$ cat src/rtl/cache_line_fill_ctrl.sv
// Miss handler for the direct-mapped data cache: optionally writes the dirty victim line
// back to burst memory, then reads the missing 4-word line and streams it into the cache.
module cache_line_fill_ctrl #(
  parameter  int LINE_IX_BITWIDTH = 8,
  localparam int TAG_BITWIDTH     = 32 - LINE_IX_BITWIDTH - 4
) (
  input  logic                    clk,
  input  logic                    rst_n,
  input  logic                    req_valid,
  output logic                    req_ready,
  input  logic [31:0]             req_address,
  input  logic                    req_evict,
  input  logic [TAG_BITWIDTH-1:0] req_evict_tag,
  input  logic [127:0]            req_evict_line,
  output logic                    mem_cmd_valid,
  input  logic                    mem_cmd_ready,
  output logic                    mem_cmd_write,
  output logic [31:0]             mem_cmd_address,
  output logic [31:0]             mem_wr_data,
  input  logic                    mem_wr_data_ready,
  input  logic [31:0]             mem_rd_data,
  input  logic                    mem_rd_data_valid,
  output logic [31:0]             fill_address,
  output logic [31:0]             fill_data,
  output logic                    fill_write_enable,
  output logic                    done
);

  // state   | meaning
  // IDLE    | waiting for a miss request
  // WB_CMD  | write-burst command for the dirty victim line
  // WB_DATA | victim words 0..3 handed to memory
  // RD_CMD  | read-burst command for the missing line
  // RD_DATA | returned words captured into the fill port
  // DONE    | last fill strobe, done pulse
  localparam logic [2:0] ST_IDLE    = 3'd0;
  localparam logic [2:0] ST_WB_CMD  = 3'd1;
  localparam logic [2:0] ST_WB_DATA = 3'd2;
  localparam logic [2:0] ST_RD_CMD  = 3'd3;
  localparam logic [2:0] ST_RD_DATA = 3'd4;
  localparam logic [2:0] ST_DONE    = 3'd5;

  logic [2:0]              state_q, state_d;
  logic [1:0]              cnt_q, cnt_d;
  logic [27:0]             line_addr_q, line_addr_d;
  logic [TAG_BITWIDTH-1:0] tag_q, tag_d;
  logic [127:0]            victim_q, victim_d;
  logic                    fill_we_q, fill_we_d;
  logic [31:0]             fill_data_q, fill_data_d;
  logic [31:0]             fill_addr_q, fill_addr_d;

  logic [31:0] line_base;
  logic [31:0] wb_base;

  assign line_base = {line_addr_q, 4'h0};
  assign wb_base   = {tag_q, line_addr_q[LINE_IX_BITWIDTH-1:0], 4'h0};

  always_comb begin
    state_d     = state_q;
    cnt_d       = cnt_q;
    line_addr_d = line_addr_q;
    tag_d       = tag_q;
    victim_d    = victim_q;
    fill_we_d   = 1'b0;
    fill_data_d = fill_data_q;
    fill_addr_d = fill_addr_q;
    case (state_q)
      ST_IDLE: begin
        if (req_valid) begin
          line_addr_d = req_address[31:4];
          tag_d       = req_evict_tag;
          victim_d    = req_evict_line;
          cnt_d       = 2'd0;
          state_d     = req_evict ? ST_WB_CMD : ST_RD_CMD;
        end
      end
      ST_WB_CMD: begin
        if (mem_cmd_ready) begin
          cnt_d   = 2'd0;
          state_d = ST_WB_DATA;
        end
      end
      ST_WB_DATA: begin
        if (mem_wr_data_ready) begin
          cnt_d = cnt_q + 2'd1;
          if (cnt_q == 2'd3) state_d = ST_RD_CMD;
        end
      end
      ST_RD_CMD: begin
        if (mem_cmd_ready) begin
          cnt_d   = 2'd0;
          state_d = ST_RD_DATA;
        end
      end
      ST_RD_DATA: begin
        // Word index rides in the address; the strobe lands one cycle after the beat.
        if (mem_rd_data_valid) begin
          fill_we_d   = 1'b1;
          fill_data_d = mem_rd_data;
          fill_addr_d = {line_addr_q, cnt_q, 2'b00};
          cnt_d       = cnt_q + 2'd1;
          if (cnt_q == 2'd3) state_d = ST_DONE;
        end
      end
      ST_DONE: begin
        state_d = ST_IDLE;
      end
      default: begin
        state_d = ST_IDLE;
      end
    endcase
  end

  always_ff @(posedge clk or negedge rst_n) begin
    if (!rst_n) begin
      state_q     <= ST_IDLE;
      cnt_q       <= 2'd0;
      line_addr_q <= 28'h0;
      tag_q       <= '0;
      victim_q    <= 128'h0;
      fill_we_q   <= 1'b0;
      fill_data_q <= 32'h0;
      fill_addr_q <= 32'h0;
    end else begin
      state_q     <= state_d;
      cnt_q       <= cnt_d;
      line_addr_q <= line_addr_d;
      tag_q       <= tag_d;
      victim_q    <= victim_d;
      fill_we_q   <= fill_we_d;
      fill_data_q <= fill_data_d;
      fill_addr_q <= fill_addr_d;
    end
  end

  always_comb begin
    req_ready       = (state_q == ST_IDLE);
    mem_cmd_valid   = (state_q == ST_WB_CMD) || (state_q == ST_RD_CMD);
    mem_cmd_write   = (state_q == ST_WB_CMD);
    mem_cmd_address = 32'h0;
    mem_wr_data     = 32'h0;
    if (state_q == ST_WB_CMD) mem_cmd_address = wb_base;
    if (state_q == ST_RD_CMD) mem_cmd_address = line_base;
    if (state_q == ST_WB_DATA) mem_wr_data = victim_q[{cnt_q, 5'd0} +: 32];
    fill_address      = fill_addr_q;
    fill_data         = fill_data_q;
    fill_write_enable = fill_we_q;
    done              = (state_q == ST_DONE);
  end

endmodule

$ cat config.mk
export PLATFORM = sky130hd
export DESIGN_NAME = cache_line_fill_ctrl
export DESIGN_NICKNAME = d
export VERILOG_FILES = /design/src/rtl/cache_line_fill_ctrl.sv
export SDC_FILE = /design/constraint.sdc
export NUM_CORES = 1
export LEC_CHECK = 0
export CORE_ASPECT_RATIO = 0.75
export CORE_MARGIN = 8
export CORE_UTILIZATION = 46
export CTS_CLUSTER_SIZE = 40
export DETAILED_ROUTE_END_ITERATION = 12
export PLACE_DENSITY = 0.8
export RECOVER_POWER = 100
export SYNTH_ARGS = -nofsm -noshare
export SYNTH_HDL_FRONTEND = slang
export SYNTH_SLANG_ARGS = --single-unit
export TNS_END_PERCENT = 5
$ cat constraint.sdc
create_clock -name clk -period 2 [get_ports clk]
set_input_delay 0.3 -clock clk [delete_from_list [all_inputs] [get_ports clk]]
set_output_delay 0.3 -clock clk [all_outputs]
set_load 0.02 [all_outputs]
== Word level (Yosys, flattened, before mapping) ==
Cells that the tools add are included.

* Register bits: 244
* Bits in latches: 0
* Memory bits (writable): 0
* Memory bits (read-only): 0
* Input port bits: 219
* Output and inout port bits: 133
* Logic and storage cells: 51
* Memories kept: 0

* Add/subtract/negate cells: 1
* $mul: 0
* Divide/modulo/power cells: 0
* $lt $le $gt $ge: 0
* Equal/unequal tests: 14
* Shift operators: 1
* Mux-type cells: 19
* Bitwise logic cells: 0
* Reductions and logical operators: 8

{| class="wikitable"
|+ Operators with widths
! operator !! count
|-
| variable part select 128 x 8 -> 32 bit || 1
|-
| two-way mux 32 bit || 3
|-
| two-way mux 3 bit || 7
|-
| case mux 3 bit (5 select lines) || 1
|-
| != test 2 bit (second input constant) || 7
|-
| two-way mux 2 bit || 5
|-
| case mux 2 bit (4 select lines) || 1
|-
| AND reduction 7 bit || 1
|-
| equality test 3 x 2 -> 1 bit (second input constant) || 2
|-
| equality test 3 bit (second input constant) || 2
|-
| AND reduction 5 bit || 1
|-
| AND reduction 2 bit || 2
|-
| nonzero test 4 bit || 1
|-
| equality test 3 x 1 -> 1 bit (second input constant) || 1
|-
| logical NOT 3 bit || 1
|-
| adder 2 x 1 -> 2 bit (second input constant) || 1
|-
| equality test 2 bit (second input constant) || 1
|-
| two-way mux 1 bit || 2
|-
| != test 2 x 1 -> 1 bit (second input constant) || 1
|-
| OR reduction 2 bit || 1
|-
| logical OR 1 bit || 1
|}

== Depth between registers and ports, before layout ==
* Depth after elaboration: 4
* Gate-level depth with buffers: 6
* Depth with buffers taken out: 4

== Least setup slack after synthesis ==
Ideal clock, no wire load.

* Path type: register to register
* From: register state_q[1]
* To: register line_addr_q[25]
* Setup time: 0.127 ns
* Data arrival time: 1.905 ns
* Data required time: 1.873 ns
* Slack: -0.032 ns
* Stages on the path, launching flop included: 7
* Buffers on the path: 3
* Period minus slack after synthesis: 2.032 ns
* Cells stage by stage: dfrtp_1 nor3_1 and2_1 buf_2 buf_4 buf_6 mux2_1

* Word-level cells in the longest chain between the ends: 2

{| class="wikitable"
|+ Ends and longest elaborated chain
! element !! RTL line !! RTL
|-
| start, declared || 43 || <nowiki>logic [2:0] state_q, state_d;</nowiki>
|-
| start signal, assigned || 125 || <nowiki>state_q <= state_d;</nowiki>
|-
| logical NOT 3 bit || n/a ||
|-
| named net req_ready || 10 || <nowiki>output logic req_ready,</nowiki>
|-
| AND reduction 2 bit (no line) || n/a ||
|-
| end signal, assigned || 127 || <nowiki>line_addr_q <= line_addr_d;</nowiki>
|-
| end, declared || 45 || <nowiki>logic [27:0] line_addr_q, line_addr_d;</nowiki>
|}

The timed path passes the listed nets, and every way through them passes these cells.
A chain may end at the register's enable or synchronous reset.

== Worst setup path after layout ==
* From: register cnt_q[0]
* To: output mem_wr_data[4]

* Word-level cells in the longest chain between the ends: 2

{| class="wikitable"
|+ Ends and longest elaborated chain
! element !! RTL line !! RTL
|-
| start, declared || 44 || <nowiki>logic [1:0] cnt_q, cnt_d;</nowiki>
|-
| start signal, assigned || 126 || <nowiki>cnt_q <= cnt_d;</nowiki>
|-
| variable part select 128 x 8 -> 32 bit || 144 || <nowiki>if (state_q == ST_WB_DATA) mem_wr_data = victim_q[{cnt_q, 5'd0} +: 32];</nowiki>
|-
| two-way mux 32 bit || 144 ||
|-
| end, declared || 19 || <nowiki>output logic [31:0] mem_wr_data,</nowiki>
|}

Every way passes these cells.

==> flow_metrics.tcl <==
set metrics [dict create \
    outcome "complete, but fails checks" \
    violations "setup timing" \
    initial_core_util_pct 46.5 \
    cts_made_buffers 25 \
    portBuffers 341 \
    clock_latency_ns 0.52 \
    grt_pass1_vias 7738 \
    dr.pass1.iters 5 \
    whs_ns 0.370 \
    final_cells 1369 \
    rsz0062_at_grt "yes" \
    core_area_mm2 0.0228 \
    diodes 0 \
    relSlewSlack_pct 9.02 \
    synth-adder-area-share_pct 0.118 \
    synth_edf_count 0 \
    fin_crit_sh_pct 118 \
    path_clk_slew_ns 0.06 \
    ctsRootBufferMaster "clkbuf_16" \
    cts_tree "done" \
    ys.flop_type "dfrtp_1" \
    yosysWarnings 0 \
    die_area_mm2 0.0283 \
    maxSlewViolCount 0 \
    synth_area_mm2 0.0106 \
    place_inst 1318 \
    synth_cells 677 \
    maxCapViolCount 0 \
    die_y_um 148 \
    rows 48 \
    setup_ws_ns -0.365 \
    synth.most_common_cell "dfrtp_1" \
    dieWidth_um 191 \
    cp-start-kind "flop" \
    synthMuxAreaShare_pct 34.1 \
    yosysSeqAreaShare_pct 57.5 \
    leakagePower_nw 6.75 \
    grt_usage_pct 20.0 \
    clock.fmax_mhz 423 \
    wl_mm 28.7 \
    p_per_area_mw_per_mm2 1540 \
    yosys.area.top_type "dfrtp_1" \
    yosys.area_share.simple_pct 3.91 \
    endpoint_kind "output pin" \
    nets 1271 \
    clock-sinks 244 \
    synth_top_cell_area_share_pct 57.5 \
    yosys.area_share.xor_xnor_pct 0.0824 \
    routabilityCongestion 0.796 \
    routedWlPerCell_um 20.9 \
    grt_max_degree 53 \
    drive_gt1_share_pct 27.3 \
    critPathRequiredTime_ns 1.70 \
    io_pins 352 \
    yosys.cell_types.count 31 \
    hold_viol_final 0 \
    synth-compound-area-share_pct 0.836 \
    antenna_found_initial 3 \
    synth_top_family_by_area "multiplexers" \
    finClkSkew_ns 0.0155 \
    worstHoldPathCells 2 \
    setup_viol 141 \
    grt_pass1_wl_mm 44.9 \
    htree_num_levels 1 \
    async_flop_share_pct 100 \
    synthToLayoutAreaGrowth_pct 43.9 \
    critical_path_class "flop to output pin" \
    hold_path_class "input pin to flop" \
    synth.area.top_cells "dfrtp_1 57%, mux2_1 15%, mux2_2 10%" \
    min_period_ns 2.36 \
    vias 7007 \
    final_antenna_net_count 0 \
    gr-total-overflow 0 \
    r2r_cells 6 \
    vdd_drop_max_uv 893 \
    drc 0 \
    clock_path_buffers 3 \
    arrival_ns 2.06 \
    viasPerCell 5.12 \
    crit_fanout 7 \
    dp_hpwl_mm 21.2 \
    yosys-top-cells-count "244 x dfrtp_1, 140 x mux2_1, 98 x mux2_2, 33 x nor2b_1, 32 x mux4_2" \
    avgSynthCellArea_um2 15.7 \
    tightest_slew_ns 1.36 \
    first_iter_violations 280 \
    synth-seq-cells 244 \
]
-- worst paths after layout --
check	start	to	slack (ns)
max	cnt_q[0]$_DFFE_PN0P_	mem_wr_data[4]	-0.36
min	req_evict_line[73]	victim_q[73]$_DFFE_PN0P_	0.37
max reg2reg	state_q[1]$_DFFE_PN0P_	victim_q[116]$_DFFE_PN0P_	-0.07
min reg2reg	victim_q[86]$_DFFE_PN0P_	victim_q[86]$_DFFE_PN0P_	0.48
max in group asynchronous	rst_n	victim_q[111]$_DFFE_PN0P_	0.24
min in group asynchronous	rst_n	fill_data[7]$_DFFE_PN0P_	0.65
-- per-stage QoR --
stage / setup TNS (ns) / power, W / cell area [um2] / worst slack (ns) / utilization [%]
after floorplan: 0 / 0.0149 / 10600 / 0.136 / -
after global placement: -3.29 / 0.0194 / 14700 / -0.123 / 64.3
after detailed placement: -3.60 / 0.0197 / 14700 / -0.133 / 64.3
after CTS: -10.45 / 0.0239 / 15400 / -0.490 / 67.3
after global routing: -37.35 / 0.0250 / 15300 / -0.419 / 67.0
final: -12.63 / 0.0235 / 15300 / -0.365 / 67.0
-- routing by layer --
layer | wire length [um] | share of wire, % | GRT usage (%)
met5 | 37 | 0.13 | 0
met1 | 11500 | 40 | 25.0
met4 | 492 | 1.7 | 3.69
met2 | 13700 | 48 | 32.9
met3 | 2870 | 10 | 7.89
-- state kept, by name, indices dropped and copies added (netlist names) --
name and count:
tag_q 20, cnt_q 2, line_addr_q 28, victim_q 128, state_q 3, fill_address 30, fill_data 32, fill_write_enable 1
-- cells in the final DEF (no fill, tap or decap), types with 2 or more instances in the layout --
cell | Yosys | final
a21o_1 | 2 | 2
a21oi_1 | 2 | 2
a32o_1 | 2 | 2
and2_1 | 9 | 8
buf_12 | 0 | 16
buf_2 | 19 | 16
buf_4 | 8 | 44
buf_6 | 15 | 6
clkbuf_1 | 9 | 4
clkbuf_16 | 0 | 26
clkbuf_2 | 0 | 17
clkbuf_4 | 0 | 4
clkbuf_8 | 0 | 5
clkdlybuf4s15_2 | 0 | 8
clkdlybuf4s50_1 | 0 | 213
clkinv_2 | 0 | 5
clkinv_4 | 0 | 2
clkinvlp_4 | 0 | 5
conb_1 | 1 | 6
dfrtp_1 | 244 | 242
dfrtp_2 | 0 | 2
dlygate4sd3_1 | 0 | 64
mux2_1 | 140 | 140
mux2_2 | 98 | 98
mux2i_1 | 21 | 21
mux4_2 | 32 | 32
nor2_1 | 25 | 25
nor2b_1 | 33 | 33
o21ai_0 | 2 | 2
-- kinds of logic (layout without fill, tap and decap cells) --
logic type | Yosys count | count (layout)
compound gates | 11 | 11
xor+xnor | 1 | 1
fa+ha+maj | 1 | 1
buf+inv | 52 | 439
flops | 244 | 244
mux | 292 | 292
other cells | 1 | 6
simple gates | 75 | 75
-- area by class of cell --
| cell class | instances | area [um2] |
|---|---|---|
| Sequential cell | 244 | 6110 |
| Clock inverter | 13 | 88.8 |
| Fill cell | 1677 | 7540 |
| Clock buffer | 32 | 702 |
| Timing Repair Buffer | 393 | 3830 |
| Multi-Input combinational cell | 386 | 4180 |
| Inverter | 1 | 3.75 |
| Tap cell | 300 | 375 |
-- report_power, final --
group | switching (W) | internal [W]
combinational | 0.00478 | 0.00573
sequential | 0.00124 | 0.00729
clock | 0.00197 | 0.00249
-- repair_timing --
item / in CTS / in global routing
gates resized for setup: 236 / 47
pin swaps: 0 / 0
cloned: 0 / 1
buffers inserted: 0 / 4
endpoints found under the hold margin: 43 / 0
setup endpoints to repair: 64 / 51
hold buffers: 1 / 0
-- critical path, stage by stage, from the launching register on --
cell	delay, ns
dfrtp_2	0.46
buf_6	0.13
clkbuf_16	0.15
mux4_2	0.49
nor2b_1	0.14
buf_4	0.16
(Power assumes the default switching activity.)
